### config.mk
export PLATFORM = sky130hd
export DESIGN_NAME = fifo_byte_unpacker
export DESIGN_NICKNAME = d
export VERILOG_FILES = /design/src/rtl/fifo_byte_unpacker.sv
export SDC_FILE = /design/constraint.sdc
export NUM_CORES = 1
export LEC_CHECK = 0
export CAP_MARGIN = 5
export CORE_UTILIZATION = 45
export DETAILED_ROUTE_END_ITERATION = 8
export PLACE_DENSITY = 0.74
export SLEW_MARGIN = 20
export SYNTH_ARGS = -nofsm -noshare
export SYNTH_HDL_FRONTEND = slang
export SYNTH_SLANG_ARGS = --single-unit
### constraint.sdc
create_clock -name clk -period 3.1 [get_ports clk]
set_input_delay 0.31 -clock clk [delete_from_list [all_inputs] [get_ports clk]]
set_output_delay 0.31 -clock clk [all_outputs]
set_load 0.01 [all_outputs]
### src/rtl/fifo_byte_unpacker.sv
// fifo_byte_unpacker: drains a 32-bit word FIFO with one-cycle read latency and serialises each word
// onto a valid/ready byte stream. Byte order is LSB first; define UNPACK_MSB_FIRST_EN for MSB first.
module fifo_byte_unpacker #(
    parameter int unsigned COUNT_W = 16
) (
    input  logic               clk,
    input  logic               reset,
    input  logic               fifo_empty,
    input  logic [31:0]        fifo_data,
    output logic               fifo_read,
    output logic [7:0]         out_data,
    output logic               out_valid,
    input  logic               out_ready,
    output logic               busy,
    output logic [COUNT_W-1:0] word_count
);

    localparam int unsigned WORD_W = 32;
    localparam int unsigned BYTE_W = 8;
    localparam int unsigned IDX_W  = 2;

    localparam logic [1:0] ST_IDLE = 2'd0;
    localparam logic [1:0] ST_LOAD = 2'd1;
    localparam logic [1:0] ST_SEND = 2'd2;

    logic [1:0]         state_q, state_d;
    logic [WORD_W-1:0]  shift_q, shift_d, shift_adv;
    logic [IDX_W-1:0]   idx_q, idx_d;
    logic [COUNT_W-1:0] count_q, count_d;
    logic               valid_q, busy_q;
    logic               read_c;

    // The presented byte always sits at one end of the shift register; each accepted byte shifts it out.
`ifdef UNPACK_MSB_FIRST_EN
    assign shift_adv = {shift_q[WORD_W-BYTE_W-1:0], BYTE_W'(0)};
    assign out_data  = shift_q[WORD_W-1 -: BYTE_W];
`else
    assign shift_adv = {BYTE_W'(0), shift_q[WORD_W-1:BYTE_W]};
    assign out_data  = shift_q[BYTE_W-1:0];
`endif

    // Next-state logic; the read strobe is the only combinational output.
    always_comb begin
        state_d = state_q;
        shift_d = shift_q;
        idx_d   = idx_q;
        count_d = count_q;
        read_c  = 1'b0;
        case (state_q)
            ST_IDLE: begin
                if (!fifo_empty) begin
                    read_c  = 1'b1;
                    state_d = ST_LOAD;
                end
            end
            ST_LOAD: begin
                shift_d = fifo_data;
                idx_d   = '0;
                state_d = ST_SEND;
            end
            ST_SEND: begin
                if (out_ready) begin
                    shift_d = shift_adv;
                    idx_d   = idx_q + IDX_W'(1);
                    if (idx_q == IDX_W'(3)) begin
                        count_d = count_q + COUNT_W'(1);
                        if (!fifo_empty) begin
                            read_c  = 1'b1;
                            state_d = ST_LOAD;
                        end else begin
                            state_d = ST_IDLE;
                        end
                    end
                end
            end
            default: state_d = ST_IDLE;
        endcase
    end

    always_ff @(posedge clk or posedge reset) begin
        if (reset) begin
            state_q <= ST_IDLE;
            shift_q <= '0;
            idx_q   <= '0;
            count_q <= '0;
            valid_q <= 1'b0;
            busy_q  <= 1'b0;
        end else begin
            state_q <= state_d;
            shift_q <= shift_d;
            idx_q   <= idx_d;
            count_q <= count_d;
            valid_q <= (state_d == ST_SEND);
            busy_q  <= (state_d != ST_IDLE);
        end
    end

    // The FIFO shares the reset net; keep the strobe quiet while it is held in reset.
    assign fifo_read  = read_c & ~reset;
    assign out_valid  = valid_q;
    assign busy       = busy_q;
    assign word_count = count_q;

endmodule
==> impl_metrics.ini <==
[status]
status = finished clean

[synth]
yosys.area.top_type = dfrtp_1
synth_warnings = 0
yosys-top-cells-count = 54 x dfrtp_1, 32 x nand2_1, 28 x o21ai_0, 25 x mux2i_1, 20 x nor2_1
yosys_most_used_dff = dfrtp_1
postSynthAreaPerCell_um2 = 10.4
netlist_instances = 240
netlist.area_leader.share_pct = 54.1
synth_area_leaders = dfrtp_1 54%, mux2i_1 10%, o21ai_0 5.6%
async_flop_share_pct = 100
ys_seq_elements = 54
yosysMostFrequentCell = dfrtp_1
synth_edf_count = 0
synth_area_um2 = 2500
seq_area_frac_synth_pct = 54.1
syn-num-nets = 278
synth_cell_type_count = 29

[clocking]
htreeDepth = 2
cts_resized = 0
clk_pin_slew_ns = 0.09
insertion_delay_ns = 0.30
cts-hold-fix-buffers = 0
tritoncts = done
clockBufferDepth = 2
numCtsBuffers = 5
post_cts_buffers = 0
clockRootBuffer = clkbuf_8
cts.sinks = 54

[critical_path]
r2r.worst_path.cells = 5
worst_ep_required_time_ns = 2.79
crit_fanout = 4
worstPathArrival_ns = 2.04
endpoint = fifo_read
crit_path_start = idx_q[0]
crit_chain = ha_1, nand2_1, a211o_1, nor2_1, clkdlybuf4s50_1
slowest_delay_ns = 0.54
crit_path_start_kind = flip-flop
critPathKind = flip-flop to output pin
r2r_slack_ns = 1.22
critPathCaptureType = output pin
regToRegStartpoint = idx_q[0]
rr_endpoint = word_count[14]
cpMaxStageDelayCell = clkdlybuf4s50_1

[sta]
post-route-min-period_ns = 2.35
maxSlewViolCount = 0
rsz0062_at_grt = false
relSlewSlack_pct = 46.0
skew_ns = 0.00707
hold_viol_final = 0
setup_violations = 0
fin_setup_tns_ns = 0
fmax_ghz = 0.426
finalCritPeriodShare_pct = 75.8
worstMarginPinSlew_ns = 0.810

[floorplan]
die_y_um = 76.5
core_um2 = 5240
floorplan.rows = 26
initial_utilization_pct = 47.7
fp.dieW_um = 76.5
ios = 63
die_area_um2 = 5850

[grt]
antenna_found_initial = 0
grt_usage_pct = 17.2
grt_pass1_wl_um = 8060
gr-total-overflow = 0
grt_max_degree = 49
first_global_vias = 1720

[placed_design]
gp_congestion = 0.799
hpwl_um = 3260
portBuffers = 62

[power]
p_comb_share_pct = 34.6
ir_drop_mv = 0.411
power_density_nw_per_um2 = 783
p_seq_share_pct = 43.1
p_switching_mw = 0.808
p_leak_nw = 1.55
internal_power_mw = 1.74
p_total_mw = 2.54
p_sw_share_pct = 31.8
pwr-share-clk_pct = 22.3

[route]
routed_wl_um = 4610
viasPerCell = 4.92
via_count = 1780
drc = 0
ant_nets = 0
wl_per_cell_um = 12.7
drtIter0Drc = 94
dr.pass1.iters = 4

[finish]
layout-drive-gt1-share_pct = 6.85
layout.nets = 329
area_delta_synth_final_pct = 30.2
fin_util_pct = 62.1
diodes = 0

[flow_run]
maxCapViolations = 0

[worst_hold_path]
hp-class = input port to asynchronous set/reset pin
==> stage by stage <==
step / area (um^2) / instances / setup slack [ns] / hold WS (ns)
floorplan: 2500 / 240 / 1.36 / 0.449
global placement: 3110 / 354 / 0.843 / 0.460
detailed placement: 3110 / 354 / 0.813 / 0.469
CTS: 3250 / 362 / 0.744 / 0.458
global route: 3250 / 362 / 0.623 / 0.511
finish: 3250 / 362 / 0.750 / 0.431
==> power groups by stage <==
stage / sequential [mW] / combinational, mW / clock, mW
2_1_floorplan: 1.08 / 0.700 / 0
3_3_place_gp: 1.11 / 0.864 / 0
3_5_place_dp: 1.12 / 0.896 / 0
4_1_cts: 1.10 / 0.896 / 0.583
5_1_grt: 1.14 / 0.989 / 0.607
6_report: 1.10 / 0.881 / 0.568
==> worst min path at each step <==
stage                         startpoint        endpoint  slack [ns]  depth (start not counted)
after floorplan              shift_q[10]     shift_q[10]        0.45                          2
after global placement    word_count[15]  word_count[15]        0.46                          1
after detailed placement      shift_q[7]      shift_q[7]        0.47                          2
after CTS                          reset   word_count[0]        0.46                          2
after global routing               reset   word_count[2]        0.51                          2
final                              reset   word_count[1]        0.43                          2
==> registers in the layout, summed over array words and instances (netlist names) <==
name	flops
out_valid	1
idx_q	2
state_q	2
shift_q	32
busy	1
word_count	16
==> area by class of cell <==
class / count / area [um^2]
sequential: 54 / 1350
clock inverter: 2 / 60.1
multi-input combinational: 161 / 1010
clock buffer: 6 / 82.6
timing repair buffer: 65 / 643
fill: 447 / 1990
inverter: 4 / 15.0
tap: 70 / 87.6
==> worst max-delay path, delay by kind of cell (launching register included) <==
kind            cells  cell delay, ns
compound gates      1            0.33
simple gates        2            0.21
buf+inv             1            0.54
fa+ha+maj           1            0.26
flops               1            0.40
==> cell usage in the layout, fill, tap and decap left out <==
cell             synthesis  routed
clkdlybuf4s50_1          0      62
dfrtp_1                 54      54
nand2_1                 32      32
o21ai_0                 28      28
mux2i_1                 25      25
nor2_1                  20      19
nand3_1                  9       9
xnor2_1                  8       8
nor3_1                   7       7
xor2_1                   7       7
clkbuf_8                 0       6
nor2b_1                  3       3
inv_1                    4       3
buf_4                    8       3
nand4_1                  2       2
and3_1                   2       2
nand2b_1                 3       2
nor3_2                   2       2
o22ai_1                  2       2
a21oi_1                  2       2
ha_1                     2       2
bufinv_16                0       2
and3b_2                  1       1
nor2_2                   0       1
nand2b_2                 0       1
or2b_1                   1       1
nand4b_4                 1       1
mux2_2                   1       1
or4_4                    1       1
a211o_1                  1       1
inv_2                    0       1
a31oi_1                  1       1
==> logic make-up (layout without fill, tap and decap cells) <==
group	Yosys count	after routing	share of synthesized area (%)
fa+ha+maj	2	2	1.00
compound gates	34	34	7.12
mux	26	26	10.5
flops	54	54	54.1
buf+inv	25	77	5.56
simple gates	84	84	16.4
xor+xnor	15	15	5.26
==> per-layer routing <==
layer	track usage (%)	up-vias	routed length, um
li1	-	908	-
met1	23.6	823	2250
met2	27.6	44	2070
met3	3.23	5	246
met4	5.19	0	45
met5	0	-	0
Note: power is estimated with default switching activity, not from simulation.
